## src/rtl/ysyx_23060025_axi_xbar.sv

```systemverilog
// rtl/ysyx_23060025_axi_xbar.sv - 1-to-2 AXI4 crossbar routing arbiter traffic to CLINT or SoC
module ysyx_23060025_axi_xbar #(
    parameter int ADDR_LEN = 32,
    parameter int DATA_LEN = 32,
    parameter logic [ADDR_LEN-1:0] CLINT_BASE = 32'h0200_0000
) (
    input  logic                  clock,
    input  logic                  reset,
    input  logic [ADDR_LEN-1:0]   up_araddr,
    input  logic                  up_arvalid,
    input  logic [3:0]            up_arid,
    input  logic [7:0]            up_arlen,
    input  logic [2:0]            up_arsize,
    input  logic [1:0]            up_arburst,
    output logic                  up_arready,
    output logic [DATA_LEN-1:0]   up_rdata,
    output logic [1:0]            up_rresp,
    output logic                  up_rvalid,
    output logic                  up_rlast,
    output logic [3:0]            up_rid,
    input  logic                  up_rready,
    input  logic [ADDR_LEN-1:0]   up_awaddr,
    input  logic                  up_awvalid,
    input  logic [3:0]            up_awid,
    input  logic [7:0]            up_awlen,
    input  logic [2:0]            up_awsize,
    input  logic [1:0]            up_awburst,
    output logic                  up_awready,
    input  logic [DATA_LEN-1:0]   up_wdata,
    input  logic [DATA_LEN/8-1:0] up_wstrb,
    input  logic                  up_wvalid,
    input  logic                  up_wlast,
    output logic                  up_wready,
    output logic [1:0]            up_bresp,
    output logic                  up_bvalid,
    output logic [3:0]            up_bid,
    input  logic                  up_bready,
    output logic [ADDR_LEN-1:0]   clint_araddr,
    output logic                  clint_arvalid,
    output logic [3:0]            clint_arid,
    output logic [7:0]            clint_arlen,
    output logic [2:0]            clint_arsize,
    output logic [1:0]            clint_arburst,
    input  logic                  clint_arready,
    input  logic [DATA_LEN-1:0]   clint_rdata,
    input  logic [1:0]            clint_rresp,
    input  logic                  clint_rvalid,
    input  logic                  clint_rlast,
    input  logic [3:0]            clint_rid,
    output logic                  clint_rready,
    output logic [ADDR_LEN-1:0]   soc_araddr,
    output logic                  soc_arvalid,
    output logic [3:0]            soc_arid,
    output logic [7:0]            soc_arlen,
    output logic [2:0]            soc_arsize,
    output logic [1:0]            soc_arburst,
    input  logic                  soc_arready,
    input  logic [DATA_LEN-1:0]   soc_rdata,
    input  logic [1:0]            soc_rresp,
    input  logic                  soc_rvalid,
    input  logic                  soc_rlast,
    input  logic [3:0]            soc_rid,
    output logic                  soc_rready,
    output logic [ADDR_LEN-1:0]   soc_awaddr,
    output logic                  soc_awvalid,
    output logic [3:0]            soc_awid,
    output logic [7:0]            soc_awlen,
    output logic [2:0]            soc_awsize,
    output logic [1:0]            soc_awburst,
    input  logic                  soc_awready,
    output logic [DATA_LEN-1:0]   soc_wdata,
    output logic [DATA_LEN/8-1:0] soc_wstrb,
    output logic                  soc_wvalid,
    output logic                  soc_wlast,
    input  logic                  soc_wready,
    input  logic [1:0]            soc_bresp,
    input  logic                  soc_bvalid,
    input  logic [3:0]            soc_bid,
    output logic                  soc_bready
);

    typedef enum logic [2:0] {IDLE, RD_CLINT, RD_SOC, WR_SOC, WR_ERR} state_t;

    localparam logic [ADDR_LEN-1:0] CLINT_MASK = 32'hffff_0000;

    state_t     state;
    logic       aw_done;
    logic       w_done;
    logic [3:0] lat_id;

    logic ar_hit, aw_hit, aw_hs, w_hs;

    assign ar_hit = (up_araddr & CLINT_MASK) == CLINT_BASE;
    assign aw_hit = (up_awaddr & CLINT_MASK) == CLINT_BASE;
    assign aw_hs  = up_awvalid && up_awready;
    assign w_hs   = up_wvalid && up_wready;

    // Routing is purely combinational; the FSM only decides which path is open.
    always_comb begin
        up_arready = 1'b0; up_awready = 1'b0; up_wready = 1'b0;
        up_rdata = '0; up_rresp = '0; up_rvalid = 1'b0; up_rlast = 1'b0; up_rid = '0;
        up_bresp = '0; up_bvalid = 1'b0; up_bid = '0;
        clint_araddr = '0; clint_arvalid = 1'b0; clint_arid = '0;
        clint_arlen = '0; clint_arsize = '0; clint_arburst = '0; clint_rready = 1'b0;
        soc_araddr = '0; soc_arvalid = 1'b0; soc_arid = '0;
        soc_arlen = '0; soc_arsize = '0; soc_arburst = '0; soc_rready = 1'b0;
        soc_awaddr = '0; soc_awvalid = 1'b0; soc_awid = '0;
        soc_awlen = '0; soc_awsize = '0; soc_awburst = '0;
        soc_wdata = '0; soc_wstrb = '0; soc_wvalid = 1'b0; soc_wlast = 1'b0;
        soc_bready = 1'b0;
        if (!reset) begin
            case (state)
                IDLE: begin
                    if (up_arvalid) begin
                        if (ar_hit) begin
                            clint_araddr = up_araddr; clint_arvalid = 1'b1; clint_arid = up_arid;
                            clint_arlen = up_arlen; clint_arsize = up_arsize; clint_arburst = up_arburst;
                            up_arready = clint_arready;
                        end else begin
                            soc_araddr = up_araddr; soc_arvalid = 1'b1; soc_arid = up_arid;
                            soc_arlen = up_arlen; soc_arsize = up_arsize; soc_arburst = up_arburst;
                            up_arready = soc_arready;
                        end
                    end else if (up_awvalid) begin
                        if (aw_hit) begin
                            up_awready = 1'b1;
                            up_wready  = 1'b1;
                        end else begin
                            soc_awaddr = up_awaddr; soc_awvalid = 1'b1; soc_awid = up_awid;
                            soc_awlen = up_awlen; soc_awsize = up_awsize; soc_awburst = up_awburst;
                            up_awready = soc_awready;
                            soc_wdata = up_wdata; soc_wstrb = up_wstrb; soc_wvalid = up_wvalid;
                            soc_wlast = up_wlast; up_wready = soc_wready;
                        end
                    end
                end
                RD_CLINT: begin
                    up_rdata = clint_rdata; up_rresp = clint_rresp; up_rvalid = clint_rvalid;
                    up_rlast = clint_rlast; up_rid = clint_rid; clint_rready = up_rready;
                end
                RD_SOC: begin
                    up_rdata = soc_rdata; up_rresp = soc_rresp; up_rvalid = soc_rvalid;
                    up_rlast = soc_rlast; up_rid = soc_rid; soc_rready = up_rready;
                end
                WR_SOC: begin
                    if (!aw_done) begin
                        soc_awaddr = up_awaddr; soc_awvalid = up_awvalid; soc_awid = up_awid;
                        soc_awlen = up_awlen; soc_awsize = up_awsize; soc_awburst = up_awburst;
                        up_awready = soc_awready;
                    end
                    if (!w_done) begin
                        soc_wdata = up_wdata; soc_wstrb = up_wstrb; soc_wvalid = up_wvalid;
                        soc_wlast = up_wlast; up_wready = soc_wready;
                    end
                    if (aw_done && w_done) begin
                        up_bresp = soc_bresp; up_bvalid = soc_bvalid; up_bid = soc_bid;
                        soc_bready = up_bready;
                    end
                end
                WR_ERR: begin
                    if (!w_done) begin
                        up_wready = 1'b1;
                    end else begin
                        up_bvalid = 1'b1;
                        up_bresp  = 2'b10;
                        up_bid    = lat_id;
                    end
                end
                default: ;
            endcase
        end
    end

    always_ff @(posedge clock) begin
        if (reset) begin
            state   <= IDLE;
            aw_done <= 1'b0;
            w_done  <= 1'b0;
            lat_id  <= '0;
        end else begin
            case (state)
                IDLE: begin
                    if (up_arvalid) begin
                        if (up_arready) state <= ar_hit ? RD_CLINT : RD_SOC;
                    end else if (up_awvalid) begin
                        if (aw_hit) begin
                            lat_id <= up_awid;
                            w_done <= up_wvalid && up_wlast;
                            state  <= WR_ERR;
                        end else if (aw_hs || w_hs) begin
                            aw_done <= aw_hs;
                            w_done  <= w_hs && up_wlast;
                            state   <= WR_SOC;
                        end
                    end
                end
                RD_CLINT, RD_SOC: begin
                    if (up_rvalid && up_rready && up_rlast) state <= IDLE;
                end
                WR_SOC, WR_ERR: begin
                    if (aw_hs) aw_done <= 1'b1;
                    if (w_hs && up_wlast) w_done <= 1'b1;
                    if (up_bvalid && up_bready) begin
                        aw_done <= 1'b0;
                        w_done  <= 1'b0;
                        state   <= IDLE;
                    end
                end
                default: state <= IDLE;
            endcase
        end
    end

endmodule

```

## config.mk

```make
export PLATFORM = sky130hd
export DESIGN_NAME = ysyx_23060025_axi_xbar
export DESIGN_NICKNAME = d
export VERILOG_FILES = /design/src/rtl/ysyx_23060025_axi_xbar.sv
export SDC_FILE = /design/constraint.sdc
export NUM_CORES = 1
export LEC_CHECK = 0
export ABC_AREA = 1
export CAP_MARGIN = 15
export CORE_AREA = 2 2 183 185
export DETAILED_ROUTE_END_ITERATION = 7
export DIE_AREA = 0 0 185 187
export PLACE_DENSITY_LB_ADDON = 0.1
export SETUP_SLACK_MARGIN = 0.3
export SLEW_MARGIN = 5
export SYNTH_ARGS = -nofsm -noshare
export SYNTH_HDL_FRONTEND = slang
export SYNTH_SLANG_ARGS = --single-unit
```

## constraint.sdc

```tcl
create_clock -name clock -period 5.5 [get_ports clock]
set_clock_uncertainty 0.2 [all_clocks]
set_input_delay 0.55 -clock clock [delete_from_list [all_inputs] [get_ports clock]]
set_output_delay 0.55 -clock clock [all_outputs]
set_load 0.005 [all_outputs]
```

### Yosys cells after proc, flatten, opt, wreduce, memory -nomap -nowiden

Cells that the tools add are included.

* bits in registers: 9
* output and inout bits: 241

* equality and inequality tests: 18
* multiplexer cells: 177
* bitwise logic cells: 1
* reduce and logical (&&, ||, !) cells: 17

Operators by type and width (number)
* $mux W32: 19
* $pmux W32 S2: 3
* $mux W8: 13
* $mux W4: 22
* $mux W1: 62
* $mux W3: 20
* $mux W2: 18
* $eq A16 B10 Y1 const B: 2
* $pmux W4 S2: 4
* $pmux W1 S2: 9
* $pmux W8 S2: 1
* $ne A3 B3 Y1 const B: 5
* $ne A2 B2 Y1 const B: 6
* $pmux W2 S2: 3
* $reduce_and A5 Y1: 2
* $pmux W3 S3: 1
* $logic_and A1 B1 Y1: 8
* $eq A3 B2 Y1 const B: 2
* $pmux W3 S2: 1
* $reduce_and A6 Y1: 1
* $ne A4 B4 Y1 const B: 1
* $reduce_and A4 Y1: 1
* $reduce_or A2 Y1: 2
* $eq A3 B1 Y1 const B: 1
* 6 further kinds: 6

### Depth between registers and ports, before layout

Gate-level depths: netlist of the first run.

* depth after elaboration: 13
* gate-level depth with buffers: 15
* mapped depth without buffers: 15

### Worst setup path before layout of the first run

OpenSTA, ideal clock, no wires.

* path kind: input to output
* start: input up_awaddr[19]
* end: output soc_wdata[11]
* arrival time: 1.765 ns
* required time: 4.750 ns
* slack: 2.985 ns
* stages on the path: 8
* buffers on the path: 2
* cells stage by stage: nor2_1 -> nand2_1 -> nor4_4 -> inv_1 -> a22oi_1 -> buf_2 -> buf_4 -> nor3b_1

* cells in the longest elaborated chain, start to end: 6

Ends and longest elaborated chain
* start: declaration: RTL line 22 `input logic [ADDR_LEN-1:0] up_awaddr,`
* $eq A16 B10 Y1: RTL line 94 `assign aw_hit = (up_awaddr & CLINT_MASK) == CLINT_BASE;`
* $mux W32: RTL line 125 `if (aw_hit) begin`
* $mux W32: RTL line 124 `end else if (up_awvalid) begin`
* $mux W32: RTL line 114 `if (up_arvalid) begin`
* $pmux W32 S2: RTL line 112 `case (state)`
* $mux W32: RTL line 111 `if (!reset) begin`
* end: declaration: RTL line 71 `output logic [DATA_LEN-1:0] soc_wdata,`

No other way between the ends.

### Worst setup path in the final report of the first run

* start: input up_awaddr[20]
* end: output soc_awlen[5]

* cells in the longest elaborated chain, start to end: 6

Ends and longest elaborated chain
* $eq A16 B10 Y1: RTL line 94
* $mux W8: RTL line 125
* $mux W8: RTL line 124
* $mux W8: RTL line 114
* $pmux W8 S2: RTL line 112
* $mux W8: RTL line 111
* end: declaration: RTL line 67 `output logic [7:0] soc_awlen,`

No other way between the ends.

==> flow_summary.toml, run 1 <==
[critical_path]
rrSetupSlack_ns = 2.73
arrival_ns = 3.31
r2r_cells = 15
r2r_start = "state[0]"
crit_fanout = 33
cp-start-kind = "input port"
required_ns = 4.75
cp-end-kind = "output pin"
critPathBufInv = 3
crit_cells = 8
path_cells = "clkdlybuf4s50_1 -> nor2_1 -> nand2_1 -> nor4_4 -> o21a_2 -> buf_4 -> nor3b_1 -> clkdlybuf4s50_1"
critical-path-top-delay-family = "buffers and inverters"
critPathSlowestCell = "o21a_2"
cp_common_cell = "clkdlybuf4s50_1"
rr_endpoint = "state[1]"
crit_type = "input port to output pin"
slowest_delay_ns = 0.63

[floorplan]
rows = 67
die_y_um = 187
die_w_um = 185
coreArea_mm2 = 0.03286
pin_count = 474
dieArea_mm2 = 0.03460
initial_core_util = 0.08932

[sta]
max_freq_mhz = 246.4
hold_violations = 0
slew_headroom = 0.3040
slew_violations = 0
finalCritPeriodShare = 0.7378
min_period_ns = 4.058
setup_viol = 0
worst_slew_pin_slew_ns = 1.043
rsz0062_at_grt = "false"
tns_ns = 0

[routing]
firstDrtPassIters = 4
wire_per_inst_um = 15.53
drtIter0Drc = 151
via_per_inst = 3.568
routed_wl_um = 22690
drt_drc_violations_left = 0
vias = 5213
ant_nets = 0

[layout]
drive_gt1_frac = 0.02764
register_area_um2 = 180.2
syn2layout_area_growth_pct = 172.3
fin_cells = 1461
multi_input_area_mm2 = 0.002236
n_fill_cell = 3771
num_antenna_cells = 0
nets = 1247

[clock_network]
post_cts_resized = 0
clockBufferDepth = 2
h-tree-depth = 1
tritoncts = "done"
cts_root_buffer = "clkbuf_16"
clock_sinks = 9
cts_buffers = 3
insertion_delay_ns = 0.23
cts-hold-fix-buffers = 0
cts.reportedPaths.clkPinSlew_ns = 0.04
cts_setup_buffers = 0

[grt]
grt_pass1_wl_um = 32150
antenna_found_initial = 1
grt_overflow = 0
grt_pass1_vias = 5170
grt_usage = 0.1214
grt_max_degree = 73

[power_and_ir_drop]
p_leak_uw = 0.002983
p_sw_uw = 520.2
p_per_area_mw_per_mm2 = 148.9
power.total_uw = 1190
power_frac_comb = 0.810
seq_power_share = 0.080
pwr-share-clk = 0.110
sw_frac_of_total = 0.4372
p_int_uw = 669.6
vdd_drop_max_v = 0.00007715

[yosys]
synth_top_area_share = 0.2097
syn_area_mm2 = 0.002935
synthTopCellsByArea = "nor3b_1 (21%), nor2_1 (16%), nand2_1 (15%), inv_1 (9.7%), a21oi_1 (8.5%)"
synth_cells = 586
synth_warnings = 0
synth_edf_count = 0
avgSynthCellArea_um2 = 5.009
yosysSeqAreaShare = 0.06138
synth_ff_type = "dfxtp_1"
synthArstFlopShare = 0
synth_top_area_cell = "nor3b_1"
yosys_register_bits = 9
yosysUniqueCellTypes = 28

[status]
status = "finished clean"

[placement]
dpl.hpwl_um = 18900
routabilityCongestion = 0.7597
port_buffers = 458
placed_cells = 1457

[worst_hold_path]
holdCritPathClass = "register to register"
hold_start = "aw_done"
hold_depth = 2
min_to = "aw_done"

[job]
cap_viol_max_count = 0
==> kinds of logic after synthesis <==
| group | count (synthesis) | share of synthesized area |
|---|---|---|
| and+or+nand+nor | 372 | 0.6134 |
| buffers and inverters | 136 | 0.1991 |
| AOI/OAI and AO/OA | 68 | 0.1249 |
| DFF | 9 | 0.06138 |
| other | 1 | 0.001278 |
==> worst reg2reg max path, delay by kind of cell, from the launching register on <==
family | cells | cell delay [ns]
DFF | 1 | 0.37
and+or+nand+nor | 12 | 1.09
buffers and inverters | 3 | 1.06
==> Yosys cell counts, types with 3 or more instances <==
master and instances:
clkbuf_1 26, a22oi_1 5, nand3_1 26, inv_1 76
nor2_1 125, dfxtp_1 9, nor3b_1 82, nand2_2 3
inv_2 3, buf_1 6, o21ai_0 9, buf_2 7
nand4_1 3, nor2_2 3, nand2_1 119, buf_4 17
nor3_1 7, a21oi_1 50
==> area by class of cell <==
| cell class | count | share of cell area |
|---|---|---|
| Multi-Input combinational cell | 455 | 0.2798 |
| Clock buffer | 4 | 0.009864 |
| Sequential cell | 9 | 0.02255 |
| Inverter | 80 | 0.03773 |
| Timing Repair Buffer | 465 | 0.5799 |
| Tap cell | 448 | 0.07014 |
==> placed cells by master (no fill, tap or decap), drive strengths merged <==
master | netlist | layout
nor2 | 128 | 128
nor4 | 1 | 1
a311oi | 1 | 1
and3 | 1 | 1
nand3 | 27 | 27
dfxtp | 9 | 9
a21oi | 51 | 51
a22oi | 5 | 5
clkinv | 1 | 1
clkdlybuf4s50 | 0 | 457
inv | 79 | 79
nor3 | 8 | 8
nor3b | 82 | 82
conb | 1 | 15
o21a | 1 | 1
clkbuf | 26 | 4
o21ai | 10 | 10
nand4 | 3 | 3
buf | 30 | 8
nand2 | 122 | 122
==> routing by layer <==
layer / part of all wire / vias to the layer above / GRT usage
li1: - / 2665 / -
met1: 0.39 / 2316 / 0.1372
met2: 0.53 / 218 / 0.2371
met3: 0.068 / 12 / 0.02551
met4: 0.0098 / 2 / 0.01160
met5: 0.00079 / - / 0
==> registers in the layout, summed over array words and instances, names as in the netlist <==
register  flops
aw_done       1
state         3
w_done        1
lat_id        4
==> power by group through the flow <==
stage               combinational (uW)  sequential (uW)  clock [uW]
global placement                   993             96.7           0
finish                             964             95.2         131
CTS                                984             95.4         134
detailed placement                 977             96.6           0
floorplan                          424             90.0           0
global route                      1060             97.3         138
==> how the worst max path moves through the flow <==
stage,from,to,slack [ns]
floorplan,up_awaddr[19],soc_wdata[11],2.99
global placement,up_awaddr[30],soc_awlen[5],1.40
detailed placement,up_awaddr[30],soc_awaddr[9],1.40
CTS,up_awaddr[30],soc_awaddr[9],1.39
global route,up_awaddr[30],soc_awaddr[2],1.18
finish,up_awaddr[20],soc_awlen[5],1.44
==> per-stage QoR <==
stage | instance area, um^2 | worst slack [ns] | hold slack (ns) | utilization
global placement | 7913 | 1.400 | 0.2881 | 0.2408
finish | 7991 | 1.442 | 0.2855 | 0.2432
CTS | 7991 | 1.393 | 0.2997 | 0.2432
floorplan | 2988 | 2.985 | 0.2519 | -
detailed placement | 7913 | 1.399 | 0.2936 | 0.2408
global route | 7991 | 1.181 | 0.3219 | 0.2432
Note: power is estimated with default switching activity, not from simulation.
==> run 2, diff against run 1 <==
--- a/config.mk
+++ b/config.mk
@@ -7,9 +7,9 @@
 export LEC_CHECK = 0
 export ABC_AREA = 1
 export CAP_MARGIN = 15
-export CORE_AREA = 2 2 183 185
+export CORE_AREA = 2 2 182 184
 export DETAILED_ROUTE_END_ITERATION = 7
-export DIE_AREA = 0 0 185 187
+export DIE_AREA = 0 0 184 186
 export PLACE_DENSITY_LB_ADDON = 0.1
 export SETUP_SLACK_MARGIN = 0.3
 export SLEW_MARGIN = 5
==> constraint.sdc (replaced) <==
create_clock -name clock -period 3.5 [get_ports clock]
set_clock_uncertainty 0.2 [all_clocks]
set_input_delay 0.35 -clock clock [delete_from_list [all_inputs] [get_ports clock]]
set_output_delay 0.35 -clock clock [all_outputs]
set_load 0.005 [all_outputs]
==> run 2 against run 1 <==
Compared with the run above: utilization is 1.2 points higher; cell count down 1.8%; via count rose by 1.4%; power up 67%; register-to-register slack lost 1.6 ns; first-iteration DRC count is 1.3% higher; non-clock buffer count grew 14; clock power up 54%; flip-flop and latch count unchanged; sequential share of layout area fell by 0.066 points; largest power group unchanged.
==> flow_summary.toml, run 2 (synthesized netlist as in run 1, its figures left out) <==
[critical_path]
r2r_cells = 15
crit_fanout = 20
crit_type = "input port to output pin"
cp-end-kind = "output pin"
rrSetupSlack_ns = 1.14
critPathBufInv = 4
slowest_delay_ns = 0.51
path_cells = "clkdlybuf4s50_1 -> nor2_2 -> nand2_2 -> nor4_4 -> buf_4 -> o21a_4 -> clkbuf_16 -> nor3_1 -> clkdlybuf4s50_1"
crit_cells = 9
critical-path-top-delay-family = "buffers and inverters"
arrival_ns = 2.54
cp_common_cell = "clkdlybuf4s50_1"
required_ns = 2.95
cp-start-kind = "input port"
critPathSlowestCell = "clkdlybuf4s50_1"

[grt]
grt_max_degree = 74
use_met2 = 0.2397
grt_overflow = 0
grt_use_met1 = 0.1363
grt_pass1_vias = 5033
globalRouteMet3Util = 0.02857
grt_pass1_wl_um = 31750
top_usage_layer = "met2"
antenna_found_initial = 1
grt_usage = 0.1224

[sta]
setup_viol = 0
slew_violations = 0
max_freq_mhz = 323.5
slew_headroom = 0.4763
min_period_ns = 3.092
worst_slew_pin_slew_ns = 0.7855
rsz0062_at_grt = "true"
finalCritPeriodShare = 0.8833
hold_violations = 0
tns_ns = 0

[routing]
wire_per_inst_um = 16.57
firstDrtPassIters = 5
routed_wl_um = 23780
vias = 5286
ant_nets = 0
via_per_inst = 3.684
drt_drc_violations_left = 0
drtIter0Drc = 153

[clock_network]
clockBufferDepth = 2
cts_buffers = 3
tritoncts = "done"
cts_root_buffer = "clkbuf_16"
cts.reportedPaths.clkPinSlew_ns = 0.04
cts-hold-fix-buffers = 0
h-tree-depth = 1
insertion_delay_ns = 0.23
clock_sinks = 9

[power_and_ir_drop]
power.total_uw = 1981
p_leak_uw = 0.003451
vdd_drop_max_v = 0.0001308
p_per_area_mw_per_mm2 = 240.7

[layout]
num_antenna_cells = 0
syn2layout_area_growth_pct = 180.4
drive_gt1_frac = 0.04966
largest-register = "lat_id"
layout_commonest_cell = "clkdlybuf4s50_1"
nets = 1261
reg_top3 = "lat_id x4, state x3"
final_cell_mix = "clkdlybuf4s50_1 (438), nor2_1 (122), nand2_1 (116)"
largest_register_ffs = 4

[worst_hold_path]
hold_depth = 2
holdCritPathClass = "register to register"

[job]
cap_viol_max_count = 0

[placement]
port_buffers = 458
routabilityCongestion = 0.8201
dpl.hpwl_um = 19480

[floorplan]
coreArea_mm2 = 0.03221
die_y_um = 186
dieArea_mm2 = 0.03422
pin_count = 474
die_w_um = 184
initial_core_util = 0.09114
rows = 66

[status]
status = "finished clean"
[run 2: layout make-up]
class                   count  area, um^2
repair buffers            479        4893
inverters                  80       301.5
flip-flops and latches      9       180.2
well taps                 408       510.5
multi-input cells         455        2267
fillers                  3592       23970
clock buffers               4       78.83
[run 2: per-layer routing]
layer,wire length (um),share of wire,vias up
met4,250,0.011,2
met1,9078,0.38,2353
met2,12990,0.55,212
met3,1450,0.061,18
li1,-,-,2701
met5,13,0.00055,-
[run 2: through the flow]
step | hold WS, ns | std cells | worst slack, ns | instance area, um^2 | utilization
after floorplan | 0.2519 | 600 | 1.385 | 2988 | -
after global placement | 0.2885 | 1425 | 0.3220 | 7948 | 0.2468
after detailed placement | 0.2829 | 1425 | 0.2890 | 7948 | 0.2468
after CTS | 0.2894 | 1429 | 0.3087 | 8026 | 0.2492
after global routing | 0.3270 | 1435 | 0.2678 | 8232 | 0.2556
final | 0.2852 | 1435 | 0.4084 | 8232 | 0.2556
[run 2: power breakdown]
| part | internal (uW) | switching (uW) | total, uW |
|---|---|---|---|
| combinational | 863 | 768 | 1630 |
| sequential | 120 | 27.9 | 148 |
| clock | 152 | 49.5 | 202 |
[run 2: tightest hold or removal path: cells and delay by family (launching register included)]
kind            cells  cell delay (ns)
simple gates        1             0.07
compound gates      1             0.05
flops               1             0.32
[run 2: final timing paths]
kind | startpoint | end
max reg2reg | state[0] | state[1]
min reg2reg | aw_done | aw_done
min | aw_done | aw_done
max | up_awaddr[21] | soc_awaddr[25]
[run 2: what timing repair did]
action,4_1_cts,5_1_grt
resized for setup,0,32
gates cloned,0,4
endpoints found under the setup margin,10,88
pin swaps,1,4
buffers inserted,0,2
==> run 3, diff against run 2 <==
--- a/config.mk
+++ b/config.mk
@@ -5,11 +5,11 @@
 export SDC_FILE = /design/constraint.sdc
 export NUM_CORES = 1
 export LEC_CHECK = 0
-export ABC_AREA = 1
+export ABC_AREA = 0
 export CAP_MARGIN = 15
-export CORE_AREA = 2 2 182 184
+export CORE_AREA = 5 5 184 186
 export DETAILED_ROUTE_END_ITERATION = 7
-export DIE_AREA = 0 0 184 186
+export DIE_AREA = 0 0 189 191
 export PLACE_DENSITY_LB_ADDON = 0.1
 export SETUP_SLACK_MARGIN = 0.3
 export SLEW_MARGIN = 5
==> run 3 against run 2 <==
Compared with the run above: clock power about the same; largest power group unchanged; first-iteration DRC count decreased by 26%; highest routed layer is now met4; sequential power is 16% lower.
==> flow_summary.toml, run 3 <==
[status]
status = "finished clean"

[yosys]
synth_edf_count = 0
synth_warnings = 0
yosysUniqueCellTypes = 59
synthTopCellsByArea = "and2_1 (32%), a22oi_1 (11%), nor2_1 (7.0%), dfxtp_1 (6.2%), and2_4 (6.0%)"
yosysMostFrequentCell = "and2_1"
synth_cells = 433
yosysSeqAreaShare = 0.06191
synth_top_area_share = 0.3246
syn_area_mm2 = 0.002910
synthArstFlopShare = 0
synth_ff_type = "dfxtp_1"
yosys_register_bits = 9
synth_common_cells = "and2_1 (151), nor2_1 (54), a22oi_1 (44)"
avgSynthCellArea_um2 = 6.721
synth_top_area_cell = "and2_1"

[placement]
routabilityCongestion = 0.7237
dpl.hpwl_um = 18840
port_buffers = 458
dp_slack_ns = 0.3046

[power_and_ir_drop]
p_int_uw = 930.3
power_frac_comb = 0.768
sw_frac_of_total = 0.3381
p_sw_uw = 475.2
seq_power_share = 0.089
vdd_drop_max_v = 0.0001227
p_per_area_mw_per_mm2 = 174.2
pwr-share-clk = 0.143
p_leak_uw = 0.002883

[critical_path]
cp-startpoint = "state[1]"
arrival_ns = 2.50
cp-start-kind = "register"
cp-end-kind = "output pin"
required_ns = 2.95
r2r_start = "state[0]"
crit_fanout = 28
crit_type = "register to output pin"

[sta]
max_freq_mhz = 327.9
setup_ws_ns = 0.4499
tns_ns = 0
setup_viol = 0
finalCritPeriodShare = 0.8715
slew_headroom = 0.5137
worst_slew_pin_slew_ns = 0.7272
slew_violations = 0
hold_violations = 0
min_period_ns = 3.050
rsz0062_at_grt = "false"

[routing]
wl_met3_um = 1893
drt-met1-wl_um = 7550
vias = 4643
top_layer = "met4"
drt_drc_violations_left = 0
drtIter0Drc = 113
wl_met2_um = 11850
wire_per_inst_um = 16.84
routed_wl_um = 21620
firstDrtPassIters = 5
via_per_inst = 3.616
ant_nets = 0

[layout]
largest-register = "lat_id"
largest_register_ffs = 4
drive_gt1_frac = 0.07763
multi_input_area_mm2 = 0.002482
nets = 1110
num_antenna_cells = 0
reg_top3 = "lat_id x4, state x3"
final_cell_mix = "clkdlybuf4s50_1 (456), and2_1 (151), nor2_1 (54)"
syn2layout_area_growth_pct = 177.3
register_area_um2 = 180.2
n_fill_cell = 3530
layout_commonest_cell = "clkdlybuf4s50_1"

[clock_network]
insertion_delay_ns = 0.23
cts_root_buffer = "clkbuf_16"
clockBufferDepth = 2
h-tree-depth = 1
clock_sinks = 9
cts.reportedPaths.clkPinSlew_ns = 0.04
tritoncts = "done"
cts-hold-fix-buffers = 0
cts_buffers = 3

[grt]
grt_pass1_wl_um = 30010
grt_overflow = 0
grt_max_degree = 51
grt_pass1_vias = 4791
grt_usage = 0.1073
antenna_found_initial = 0

[floorplan]
dieArea_mm2 = 0.03610
coreArea_mm2 = 0.03212
die_w_um = 189
initial_core_util = 0.09060
pin_count = 474
die_y_um = 191
rows = 66

[worst_hold_path]
holdCritPathClass = "input port to register"
hold_start = "reset"

[job]
cap_viol_max_count = 0
run 3: cell count changes after synthesis, sizes merged, moves of 40 or more:
cell / previous run / this run
and2: 0 / 171
nand2: 122 / 9
nor3b: 82 / 2
inv: 79 / 4
nor2: 128 / 57
a21oi: 51 / 11
run 3: area by class of cell:
class | count | area share
sequential | 9 | 0.02233
tap | 408 | 0.06327
multi-input combinational | 381 | 0.3076
inverter | 4 | 0.001861
clock buffer | 4 | 0.009769
timing repair buffer | 478 | 0.5951
run 3: logic make-up after synthesis:
logic type / count (synthesis) / synth area share
and+or+nand+nor: 280 / 0.5950
buffers and inverters: 57 / 0.1126
xor gates and xnor gates: 1 / 0.003010
muxes: 4 / 0.01376
AOI/OAI and AO/OA: 81 / 0.2124
DFF: 9 / 0.06191
other: 1 / 0.001289
run 3: critical path, cell delays in order (launching register included):
cell,delay [ns]
dfxtp_1,0.41
or3_4,0.48
nor3_4,0.18
nand2_2,0.09
a21oi_2,0.19
buf_6,0.22
and2_1,0.14
clkdlybuf4s50_1,0.54
run 3: worst paths after layout:
path                       to  slack, ns  cells past startpoint
setup / recovery  soc_awid[3]       0.45                      7
hold / removal        aw_done       0.25                      2
setup reg to reg     state[0]       0.80                      7
hold reg to reg     lat_id[0]       0.30                      2
run 3: power groups by stage:
stage               registers (uW)  logic, uW  clock network (uW)
floorplan                      117        421                   0
global placement               127       1110                   0
detailed placement             126       1090                   0
CTS                            125       1100                 206
global route                   127       1170                 209
finish                         125       1080                 201
run 3: what timing repair did:
action,CTS,global route
buffers inserted,2,0
setup endpoints to repair,4,106
hold endpoints to repair,0,0
pin swaps,1,1
resized for setup,0,7
cloned,0,0
run 3: routing by layer:
| layer | track usage | up-vias |
|---|---|---|
| met5 | 0 | - |
| met4 | 0.01990 | 0 |
| met3 | 0.03141 | 12 |
| met2 | 0.2192 | 261 |
| met1 | 0.1069 | 2028 |
| li1 | - | 2342 |
run 3: metrics by stage:
step,util,power (uW),hold WS (ns),cell area (um^2),instances
4_1_cts,0.2500,1430,0.2574,8031,1284
2_1_floorplan,-,538.7,0.2613,2963,447
3_5_place_dp,0.2471,1220,0.2900,7938,1278
5_1_grt,0.2512,1511,0.2852,8069,1284
3_3_place_gp,0.2471,1237,0.2835,7938,1278
6_report,0.2512,1406,0.2538,8069,1284
==> RTL change, RTL diff (settings of run 3) <==
Re-encode `state_t` (5 states) as Gray code, 3 bits wide.
--- a/src/rtl/ysyx_23060025_axi_xbar.sv
+++ b/src/rtl/ysyx_23060025_axi_xbar.sv
@@ -79,7 +79,7 @@
     output logic                  soc_bready
 );
 
-    typedef enum logic [2:0] {IDLE, RD_CLINT, RD_SOC, WR_SOC, WR_ERR} state_t;
+    typedef enum logic [2:0] {IDLE = 3'b000, RD_CLINT = 3'b001, RD_SOC = 3'b011, WR_SOC = 3'b010, WR_ERR = 3'b110} state_t;
 
     localparam logic [ADDR_LEN-1:0] CLINT_MASK = 32'hffff_0000;
 
Formal check against the unedited RTL: no difference found for any inputs over 4 cycles, from zero or initial values and one cycle with reset high; so few cycles prove little.
==> RTL change against run 3 <==
Power down 0.85%. Final area is 0.65% lower. Non-clock buffer count rose by 3. Hold slack better by 0.046 ns. Sequential cell count stayed put. Wire length is 3.6% lower. Worst setup slack lost 0.11 ns. Area after synthesis decreased by 3.9%. Largest power group unchanged.
==> RTL change: results (changes against run 3) <==
Worst hold path
  – HP Start: lat_id[0] (was reset)
  – Min-Delay Path Class: flip-flop to flip-flop (was primary input to flip-flop)

Route
  – Iteration-0 DRC count of the detailed router: 78 (was 113)
  – DR pass1 iterations: 4 (was 5)
  – Post-Route WL: 20,850 um (was 21,620 um)
  – Vias: 4,416 (was 4,643)

Place
  – GP Congestion: 0.7467 (was 0.7237)
  – Dpl hpwl: 18,480 um (was 18,840 um)

Synthesis
  – Commonest cells in the synthesized netlist: 170 x and2_1, 58 x nor2_1, 46 x mux2i_1 (was 151 x and2_1, 54 x nor2_1, 44 x a22oi_1)
  – Ys flop type: dfxtp_1 (unchanged)
  – Synth cell types: 49 (was 59)
  – Largest cells by area after synthesis: and2_1 38%, mux2i_1 16%, nor2_1 7.8% (was and2_1 32%, a22oi_1 11%, nor2_1 7.0%)
  – Sequential share of the synthesized area: 6.443% (was 6.191%)

Run status
  – Status: completed (unchanged)

Power
  – Leakage power: 2.936 nW (was 2.883 nW)
  – Max IR drop VDD: 0.1201 mV (was 0.1227 mV)

CTS
  – Clock Pin Slew Worst Setup and Hold Paths: 0.04 ns (about the same)
  – H-Tree Depth: 1 (unchanged)

STA
  – Worst rel slew slack: 51.42% (was 51.37%)
  – Final period util: 90.30% (was 87.15%)

GRT
  – GRT Total Usage: 10.45% (was 10.73%)
  – First-pass GRT wire length: 29,550 um (was 30,010 um)
  – Number of global-route vias before repair: 4,677 (was 4,791)

Setup path
  – Start point of the critical path: up_awaddr[18] (was state[1])
  – Max incr delay on CP: 0.52 ns (was 0.54 ns)
  – Critical R2R Launch: state[1] (was state[0])
  – Critical Path Fanout Max: 10 (was 28)
  – Critical path arrival: 2.61 ns (was 2.50 ns)

Cells and area
  – Nets: 1,100 (was 1,110)
  – Fraction of layout cells with a size suffix above 1: 4.965% (was 7.763%)
[RTL change: kinds of logic (layout without fill, tap and decap cells)]
logic type,after synthesis,after routing,synth area share (%)
flops,9,9,6.443
other cells,1,15,0.1341
buf+inv,53,491,10.34
simple gates,274,274,57.32
compound gates,31,31,9.307
mux,46,46,16.47
[RTL change: cell type report]
cell class                 instances  area (sq um)
fill                            3519         24110
timing repair buffer             481          4805
multi-input combinational        366          2419
tap                              408         510.5
sequential                         9         181.4
clock buffer                       4         78.83
inverter                           6         22.52
[RTL change: path summary, 6_finish.rpt]
path	to	slack (ns)
max reg2reg	state[2]	0.80
min reg2reg	lat_id[0]	0.30
min	lat_id[0]	0.30
max	soc_wdata[10]	0.34
[RTL change: through the flow]
stage / power, mW / area (sq um) / setup WS [ns] / hold slack, ns / cells
6_report: 1.394 / 8016 / 0.3397 / 0.2994 / 1274
5_1_grt: 1.494 / 8016 / 0.2025 / 0.3349 / 1274
4_1_cts: 1.417 / 7971 / 0.2886 / 0.2972 / 1270
3_5_place_dp: 1.198 / 7850 / 0.2110 / 0.2849 / 1264
3_3_place_gp: 1.216 / 7850 / 0.1597 / 0.2828 / 1264
2_1_floorplan: 0.5533 / 2849 / 1.355 / 0.2613 / 428
[RTL change: what timing repair did]
item                                    CTS  global route
gates cloned                              1             0
endpoints found under the setup margin   90            86
pin swaps                                 1             0
buffers inserted                          1             4
resized for setup                        10             5
[RTL change: where the power goes]
| group | leakage, nW | internal (mW) | switching [mW] |
|---|---|---|---|
| combinational | 2.83 | 0.670 | 0.398 |
| sequential | 0.0732 | 0.110 | 0.0155 |
| clock | 0.0382 | 0.152 | 0.0475 |
[RTL change: metal layers]
| layer | vias up | track usage (%) | part of all wire, % |
|---|---|---|---|
| met1 | 1926 | 10.83 | 36 |
| met3 | 4 | 2.666 | 7.8 |
| met5 | - | 0 | 0 |
| li1 | 2250 | - | - |
| met4 | 0 | 1.121 | 0.52 |
| met2 | 236 | 21.55 | 55 |
[RTL change: worst max-delay path, delay by kind of cell]
| family | cells | cell delay [ns] |
|---|---|---|
| simple gates | 4 | 0.43 |
| compound gates | 1 | 0.30 |
| buf+inv | 5 | 1.53 |
